===== config.mk =====
export PLATFORM = sky130hd
export DESIGN_NAME = rom_loader_flat
export DESIGN_NICKNAME = d
export VERILOG_FILES = /design/src/rtl/rom_loader_pkg.sv /design/src/rtl/rom_loader_if.sv /design/src/rtl/rom_loader_ack_timer.sv /design/src/rtl/rom_loader.sv /design/src/flat_wrapper.sv
export SDC_FILE = /design/constraint.sdc
export NUM_CORES = 1
export LEC_CHECK = 0
export CAP_MARGIN = 20
export CORE_ASPECT_RATIO = 2
export CORE_UTILIZATION = 45
export DETAILED_ROUTE_END_ITERATION = 16
export PLACE_DENSITY = 0.8
export SLEW_MARGIN = 20
export SYNTH_ARGS = -nofsm -noshare
export SYNTH_HDL_FRONTEND = slang
export SYNTH_HIERARCHICAL = 1
export SYNTH_SLANG_ARGS = --single-unit

===== constraint.sdc =====
create_clock -name sys_clk -period 2.7 [get_ports sys_clk]
set_clock_uncertainty 0.15 [all_clocks]
set_input_delay 0.54 -clock sys_clk [delete_from_list [all_inputs] [get_ports sys_clk]]
set_output_delay 0.54 -clock sys_clk [all_outputs]
set_load 0.05 [all_outputs]

===== src/rtl/rom_loader_pkg.sv =====
`default_nettype none
// ============================================================================
// Module   : rom_loader_pkg
// Brief    : Shared state encoding and bus widths for the boot ROM loader.
// Revision : 1.0
// ============================================================================
package rom_loader_pkg;

  localparam int c_rom_aw = 16;
  localparam int c_data_w = 32;

  typedef enum logic [2:0] {
    ST_IDLE     = 3'd0,
    ST_ROM_REQ  = 3'd1,
    ST_ROM_WAIT = 3'd2,
    ST_RAM_REQ  = 3'd3,
    ST_RAM_WAIT = 3'd4,
    ST_DONE     = 3'd5,
    ST_ERR      = 3'd6
  } state_t;

endpackage
`default_nettype wire


===== src/rtl/rom_loader_if.sv =====
`default_nettype none
// ============================================================================
// Module   : rom_loader_if
// Brief    : ROM read port, RAM write port and boot status between loader and memories.
// Revision : 1.0
// ============================================================================
interface rom_loader_if
  import rom_loader_pkg::*;
#(
  parameter int RAM_AW = 16
);

  logic                rom_stb_o;
  logic [c_rom_aw-1:0] rom_addr_o;
  logic                rom_ack_i;
  logic [c_data_w-1:0] rom_data_i;
  logic                ram_stb_o;
  logic                ram_we_o;
  logic [RAM_AW-1:0]   ram_addr_o;
  logic [c_data_w-1:0] ram_data_o;
  logic                ram_ack_i;
  logic                done_o;
  logic                err_o;
  logic                cpu_rst_o;

  modport master (
    output rom_stb_o, rom_addr_o, ram_stb_o, ram_we_o, ram_addr_o, ram_data_o,
           done_o, err_o, cpu_rst_o,
    input  rom_ack_i, rom_data_i, ram_ack_i
  );

  modport slave (
    input  rom_stb_o, rom_addr_o, ram_stb_o, ram_we_o, ram_addr_o, ram_data_o,
           done_o, err_o, cpu_rst_o,
    output rom_ack_i, rom_data_i, ram_ack_i
  );

endinterface
`default_nettype wire


===== src/rtl/rom_loader_ack_timer.sv =====
`default_nettype none
// ============================================================================
// Module   : rom_loader_ack_timer
// Brief    : Saturating 8-bit acknowledge watchdog shared by both wait phases.
// Revision : 1.0
// ============================================================================
module rom_loader_ack_timer #(
  parameter int TIMEOUT = 15
) (
  input  wire  sys_clk,
  input  wire  sys_rst,
  input  logic clr,
  input  logic en,
  output logic expired
);

  logic [7:0] r_count;

  // Counts cycles since the strobe; expiry marks the last cycle an ack may land
  assign expired = (r_count >= 8'(TIMEOUT - 1));

  always_ff @(posedge sys_clk or posedge sys_rst) begin
    if (sys_rst) begin
      r_count <= 8'd0;
    end else if (clr) begin
      r_count <= 8'd0;
    end else if (en && !expired) begin
      r_count <= r_count + 8'd1;
    end
  end

endmodule
`default_nettype wire


===== src/rtl/rom_loader.sv =====
`default_nettype none
// ============================================================================
// Module   : rom_loader
// Brief    : Copies WORDS words from boot ROM into RAM, then releases the core reset.
// Revision : 1.0
// ============================================================================
module rom_loader
  import rom_loader_pkg::*;
#(
  parameter logic [15:0] ROM_BASE = 16'h0000,
  parameter int          RAM_BASE = 0,
  parameter int          RAM_AW   = 16,
  parameter int          WORDS    = 7,
  parameter int          TIMEOUT  = 15
) (
  input wire           sys_clk,
  input wire           sys_rst,
  rom_loader_if.master bus
);

  localparam logic [15:0]       C_WORDS    = 16'(WORDS);
  localparam logic [RAM_AW-1:0] C_RAM_BASE = RAM_AW'(RAM_BASE);

  state_t              r_state;
  state_t              w_next;
  logic                w_rom_take;
  logic                w_ram_take;
  logic                w_last;
  logic                w_tmr_clr;
  logic                w_tmr_en;
  logic                w_tmr_exp;
  logic [15:0]         r_index;
  logic [c_rom_aw-1:0] r_rom_addr;
  logic [RAM_AW-1:0]   r_ram_addr;
  logic [c_data_w-1:0] r_ram_data;
  logic                r_rom_stb;
  logic                r_ram_stb;
  logic                r_done;
  logic                r_err;
  logic                r_cpu_rst;

  always_ff @(posedge sys_clk or posedge sys_rst) begin
    if (sys_rst) begin
      r_state <= ST_IDLE;
    end else begin
      r_state <= w_next;
    end
  end

  always_comb begin
    w_next     = r_state;
    w_rom_take = 1'b0;
    w_ram_take = 1'b0;
    w_last     = ((r_index + 16'd1) == C_WORDS);
    unique case (r_state)
      ST_IDLE:     w_next = (C_WORDS == 16'd0) ? ST_DONE : ST_ROM_REQ;
      ST_ROM_REQ:  w_next = ST_ROM_WAIT;
      ST_ROM_WAIT: begin
        // An acknowledge in the expiry cycle still completes the read
        if (bus.rom_ack_i) begin
          w_rom_take = 1'b1;
          w_next     = ST_RAM_REQ;
        end else if (w_tmr_exp) begin
          w_next = ST_ERR;
        end
      end
      ST_RAM_REQ:  w_next = ST_RAM_WAIT;
      ST_RAM_WAIT: begin
        if (bus.ram_ack_i) begin
          w_ram_take = 1'b1;
          w_next     = w_last ? ST_DONE : ST_ROM_REQ;
        end else if (w_tmr_exp) begin
          w_next = ST_ERR;
        end
      end
      ST_DONE:     w_next = ST_DONE;
      ST_ERR:      w_next = ST_ERR;
      default:     w_next = ST_IDLE;
    endcase
    w_tmr_clr = (w_next == ST_ROM_REQ) || (w_next == ST_RAM_REQ);
    w_tmr_en  = (r_state == ST_ROM_REQ) || (r_state == ST_ROM_WAIT) ||
                (r_state == ST_RAM_REQ) || (r_state == ST_RAM_WAIT);
  end

  rom_loader_ack_timer #(
    .TIMEOUT (TIMEOUT)
  ) u_ack_timer (
    .sys_clk (sys_clk),
    .sys_rst (sys_rst),
    .clr     (w_tmr_clr),
    .en      (w_tmr_en),
    .expired (w_tmr_exp)
  );

  // Strobes and status are decoded from the next state so every output is a flop
  always_ff @(posedge sys_clk or posedge sys_rst) begin
    if (sys_rst) begin
      r_rom_stb  <= 1'b0;
      r_ram_stb  <= 1'b0;
      r_done     <= 1'b0;
      r_err      <= 1'b0;
      r_cpu_rst  <= 1'b1;
      r_index    <= 16'd0;
      r_rom_addr <= ROM_BASE;
      r_ram_addr <= C_RAM_BASE;
      r_ram_data <= '0;
    end else begin
      r_rom_stb <= (w_next == ST_ROM_REQ);
      r_ram_stb <= (w_next == ST_RAM_REQ);
      r_done    <= (w_next == ST_DONE);
      r_err     <= (w_next == ST_ERR);
      r_cpu_rst <= (w_next != ST_DONE);
      if (w_rom_take) begin
        r_ram_data <= bus.rom_data_i;
      end
      if (w_ram_take) begin
        r_index <= r_index + 16'd1;
        if (!w_last) begin
          r_rom_addr <= r_rom_addr + 16'd1;
          r_ram_addr <= r_ram_addr + RAM_AW'(1);
        end
      end
    end
  end

  assign bus.rom_stb_o  = r_rom_stb;
  assign bus.rom_addr_o = r_rom_addr;
  assign bus.ram_stb_o  = r_ram_stb;
  assign bus.ram_we_o   = r_ram_stb;
  assign bus.ram_addr_o = r_ram_addr;
  assign bus.ram_data_o = r_ram_data;
  assign bus.done_o     = r_done;
  assign bus.err_o      = r_err;
  assign bus.cpu_rst_o  = r_cpu_rst;

endmodule
`default_nettype wire

===== src/flat_wrapper.sv =====
// flat-port wrapper written by rule: the top's interface ports become plain ports
module rom_loader_flat import rom_loader_pkg::*;
#(
  parameter logic [15:0] ROM_BASE = 16'h0000,
  parameter int          RAM_BASE = 0,
  parameter int          RAM_AW   = 16,
  parameter int          WORDS    = 7,
  parameter int          TIMEOUT  = 15
)
  (sys_clk, sys_rst, bus_rom_stb_o, bus_rom_addr_o, bus_ram_stb_o, bus_ram_we_o, bus_ram_addr_o, bus_ram_data_o, bus_done_o, bus_err_o, bus_cpu_rst_o, bus_rom_ack_i, bus_rom_data_i, bus_ram_ack_i);
  rom_loader_if #(.RAM_AW(RAM_AW)) bus_i ();
  input wire sys_clk;
  input wire sys_rst;
  output wire logic [$bits(bus_i.rom_stb_o)-1:0] bus_rom_stb_o;
  output wire logic [$bits(bus_i.rom_addr_o)-1:0] bus_rom_addr_o;
  output wire logic [$bits(bus_i.ram_stb_o)-1:0] bus_ram_stb_o;
  output wire logic [$bits(bus_i.ram_we_o)-1:0] bus_ram_we_o;
  output wire logic [$bits(bus_i.ram_addr_o)-1:0] bus_ram_addr_o;
  output wire logic [$bits(bus_i.ram_data_o)-1:0] bus_ram_data_o;
  output wire logic [$bits(bus_i.done_o)-1:0] bus_done_o;
  output wire logic [$bits(bus_i.err_o)-1:0] bus_err_o;
  output wire logic [$bits(bus_i.cpu_rst_o)-1:0] bus_cpu_rst_o;
  input wire logic [$bits(bus_i.rom_ack_i)-1:0] bus_rom_ack_i;
  input wire logic [$bits(bus_i.rom_data_i)-1:0] bus_rom_data_i;
  input wire logic [$bits(bus_i.ram_ack_i)-1:0] bus_ram_ack_i;
  assign bus_rom_stb_o = bus_i.rom_stb_o;
  assign bus_rom_addr_o = bus_i.rom_addr_o;
  assign bus_ram_stb_o = bus_i.ram_stb_o;
  assign bus_ram_we_o = bus_i.ram_we_o;
  assign bus_ram_addr_o = bus_i.ram_addr_o;
  assign bus_ram_data_o = bus_i.ram_data_o;
  assign bus_done_o = bus_i.done_o;
  assign bus_err_o = bus_i.err_o;
  assign bus_cpu_rst_o = bus_i.cpu_rst_o;
  assign bus_i.rom_ack_i = bus_rom_ack_i;
  assign bus_i.rom_data_i = bus_rom_data_i;
  assign bus_i.ram_ack_i = bus_ram_ack_i;
  rom_loader #(.ROM_BASE(ROM_BASE), .RAM_BASE(RAM_BASE), .RAM_AW(RAM_AW), .WORDS(WORDS), .TIMEOUT(TIMEOUT)) u_core (.sys_clk(sys_clk), .sys_rst(sys_rst), .bus(bus_i));
endmodule

==> results by group <==
Worst setup path
  – Delay-heaviest family, CP: compound AO/OA/AOI/OAI gates
  – Worst Path Max Fanout: 8
  – R2R Setup Slk: between 0.1 and 0.15 ns
  – FF-to-FF path depth: 9
  – RR Endpoint: u_core/u_ack_timer/r_count[3]
  – Worst-path cell chain: ha_2 -> nand4_1 -> and3_1 -> o2111ai_2 -> a2111oi_4 -> o22ai_2 -> and2_2 -> nor4_4 -> a32o_1
  – Slowest CP cell: a2111oi_4
  – Buf+Inv Stages, Crit Path: 0
  – Worst path max stage delay: about 0.44 ns
  – Reg2reg start: u_core/r_index[1]
  – Critical Path Source: u_core/r_index[1]
  – CP startpoint kind: flop
  – Crit Path Category: flop to flop
  – Setup crit end kind: flop
  – WP data required: around 2.8 ns
  – Levels on crit path: 9
  – CP arrival: about 2.7 ns

Timing
  – Worst-margin pin slew: roughly 0.67 ns
  – Pins Over Slew Limit: 0
  – Slew headroom: between 50% and 60%
  – RSZ-0062 raised after global routing: no
  – Fmax: around 390 MHz
  – Min setup slack post-route: 0.108 ns
  – Setup TNS: 0 ns
  – Fin crit period: 2.59 ns
  – Final setup viols: 0
  – Final Hold Viols: 0
  – Tcrit/Tclk final: roughly 96%

Yosys
  – Adder-cell share of the synthesized area: around 1.7%
  – Synth Warn #: 6
  – Predominant post-synthesis flop cell: dfrtp_1
  – Syn Inst Count: about 360
  – Yosys cell types: just under 50
  – Yosys top cell by area: dfrtp_1
  – Top area cells in the synthesized netlist: dfrtp_1, mux2_2, xor2_1
  – Post-synth EDFFs: 0
  – Post-synthesis xor/xnor area fraction: under 10%
  – Area share of and/or/nand/nor cells after synthesis: between 10% and 20%
  – Mean Syn Cell Area: ~12 um2
  – Post-Synthesis Cell Area: ~4300 um2
  – Ys async rst share: 100%
  – Share of the synthesized area in the top cell type: between 50% and 60%
  – Post-synthesis sequential area ratio: a little under three fifths
  – Largest family of logic cells by synthesized area: simple AND/OR/NAND/NOR gates
  – Yosys reg bits: 96
  – Post-synth net total: 405
  – Synth Area in Compound Gates: roughly 4.5%
  – Post-synthesis mux area share: under 10%

Routing
  – Vias per inst: roughly 5.5
  – # DRC: 5
  – Routed len/inst: roughly 17 um
  – 1st-pass router iterations: 10
  – DR iter-0 viols: a little under 200
  – Routed WL: approximately 10 mm
  – Remaining antenna violation count after routing: 0
  – Vias: approximately 3200

Place
  – Worst slack at placement: -0.0132 ns
  – GPL Wtd Cong: 0.938
  – Placed Instances: between 500 and 600
  – Port Buffer Count: roughly 110
  – Placed cell area: between 5000 and 6000 um2
  – Final HPWL DP: around 7.3 mm

Pwr
  – Worst vdd ir: about 900 uV
  – P per Cell Area: about 1100 nW/um2
  – Clk pwr share: roughly a fifth
  – Switching share of total power: a little over two fifths
  – P_sw: 2780 uW
  – Internal power: between 3000 and 4000 uW
  – Flop pwr share: 34.4%
  – Combinational power share: 46.6%
  – LEAKAGE: 0.00265 uW

Floorplanning
  – Initial Util: a little under half
  – Die area: between 10000 and 15000 um2
  – Core ar.: between 9000 and 10000 um2
  – Width of the die: about 70 um
  – Chip Height: 141 um
  – Rows: 50
  – I/O pins: about 110

Clock network
  – Worst-skew pair later-pin latency: about 0.34 ns
  – Clk sinks: 96
  – CTS tree: yes
  – Max Buffers Root-to-Sink: 2
  – H-tree levels: 3
  – Root Buffer Master: clkbuf_16
  – CTS Hold Bufs: 0
  – Worst-path clk slew: 0.07 ns
  – CTS Buf Count: 9

Global route
  – Largest net degree at the start of global routing: 34
  – Total track usage: approximately 21%
  – First-pass GRT wire length: roughly 17 mm
  – Global route overflow: 0
  – Initial antenna violation count: 0
  – Vias in the first global route: 3409

Layout
  – Most common cell after layout, fill and taps aside: clkdlybuf4s50_1
  – Most frequent cells in the layout: clkdlybuf4s50_1, dfrtp_1, xor2_1, mux2_2, nand2_1
  – Antenna Diode Count: 0
  – Non-Filler Instances: between 500 and 600
  – Nets: 523
  – Area grow syn2layout: 37.1%
  – Design Area, Final: approximately 6000 um2
  – Share of post-route cells with drive strength above 1: 17.9%

Status
  – Failing checks: DRC
  – Status: finished, violations left

Hold path
  – Worst Hold End: u_core/bus.ram_addr_o[15]
  – Hold crit path type: flop to flop
  – Hold depth: 1
  – HP Start: u_core/bus.ram_addr_o[15]

Job
  – Max Cap Viol: 0
[flip-flops by register name, indices dropped and copies added (netlist names)]
register / flops
u_core/bus.cpu_rst_o: 1
u_core/bus.done_o: 1
u_core/bus.err_o: 1
u_core/bus.ram_addr_o: 16
u_core/bus.ram_data_o: 32
u_core/bus.ram_stb_o: 1
u_core/bus.rom_addr_o: 16
u_core/bus.rom_stb_o: 1
u_core/r_index: 16
u_core/r_state: 3
u_core/u_ack_timer/r_count: 8
[routing by layer]
| layer | vias to the layer above | wire length, um | part of all wire (%) | track usage [%] |
|---|---|---|---|---|
| met4 | 0 | 318 | 3.1 | 11.1 |
| met3 | 21 | 352 | 3.5 | 4.43 |
| met5 | - | 0 | 0 | 0 |
| met2 | 79 | 5710 | 56 | 38.6 |
| li1 | 1514 | - | - | - |
| met1 | 1607 | 3740 | 37 | 23.2 |
[how the worst max path moves through the flow]
| stage | to | slack (ns) |
|---|---|---|
| after global placement | u_core/u_ack_timer/r_count[3] | 0.1 |
| after CTS | u_core/u_ack_timer/r_count[4] | 0.003 |
| final | u_core/u_ack_timer/r_count[3] | 0.11 |
| after global routing | u_core/u_ack_timer/r_count[3] | 0.002 |
| after detailed placement | u_core/u_ack_timer/r_count[4] | -0.01 |
| after floorplan | u_core/u_ack_timer/r_count[3] | 0.10 |
[cell families (layout without fill, tap and decap cells)]
family                     after synthesis  count (layout)
AOI/OAI and AO/OA                       23              23
xor gates and xnor gates                48              48
buffers and inverters                   26             149
muxes                                   36              36
and+or+nand+nor                        128             128
DFF                                     96              96
adders and majority gates                6               6
[layout make-up]
type                            count  area, um2
Inverter                           10       41.3
Clock buffer                        9        225
Tap cell                          104        130
Clock inverter                      7       62.6
Multi-Input combinational cell    241       1840
Fill cell                         743       3440
Sequential cell                    96       2400
Timing Repair Buffer              123       1240
[cells in the mapped netlist, drive strengths merged (2+ instances only)]
library cell and n:
a32o 2, nor3b 5, and3 4, clkbuf 2, mux2 34, inv 10, ha 6, xor2 35
or3 4, dfrtp 95, and2 2, buf 14, nand3 16, nor3 15, and4 2, nor4 15
mux2i 2, nand4 10, a21oi 6, xnor2 13, nor2b 6, nand2 23, nor4b 2, nor2 19
a31oi 3, or4 2
[per-stage QoR]
stage / hold slack, ns / utilization, % / total power (uW)
final: 0.331 / 63.3 / 6370
after global routing: 0.343 / 63.3 / 6670
after CTS: 0.335 / 62.9 / 6410
after detailed placement: 0.324 / 59.7 / 5150
after global placement: 0.318 / 59.7 / 5070
after floorplan: 0.206 / - / 4130
[power groups by stage]
stage / Combinational [uW] / Clock [uW] / Sequential (uW)
after floorplan: 865 / 0 / 3270
after global placement: 2880 / 0 / 2190
after detailed placement: 2940 / 0 / 2220
after CTS: 2960 / 1250 / 2190
after global routing: 3120 / 1310 / 2250
final: 2970 / 1210 / 2190
[repair_timing]
item | CTS | global route
resized for setup | 1 | 8
buffers inserted | 1 | 1
pin swaps | 2 | 1
gates cloned | 0 | 0
endpoints found under the setup margin | 2 | 6
(Power assumes the default switching activity.)
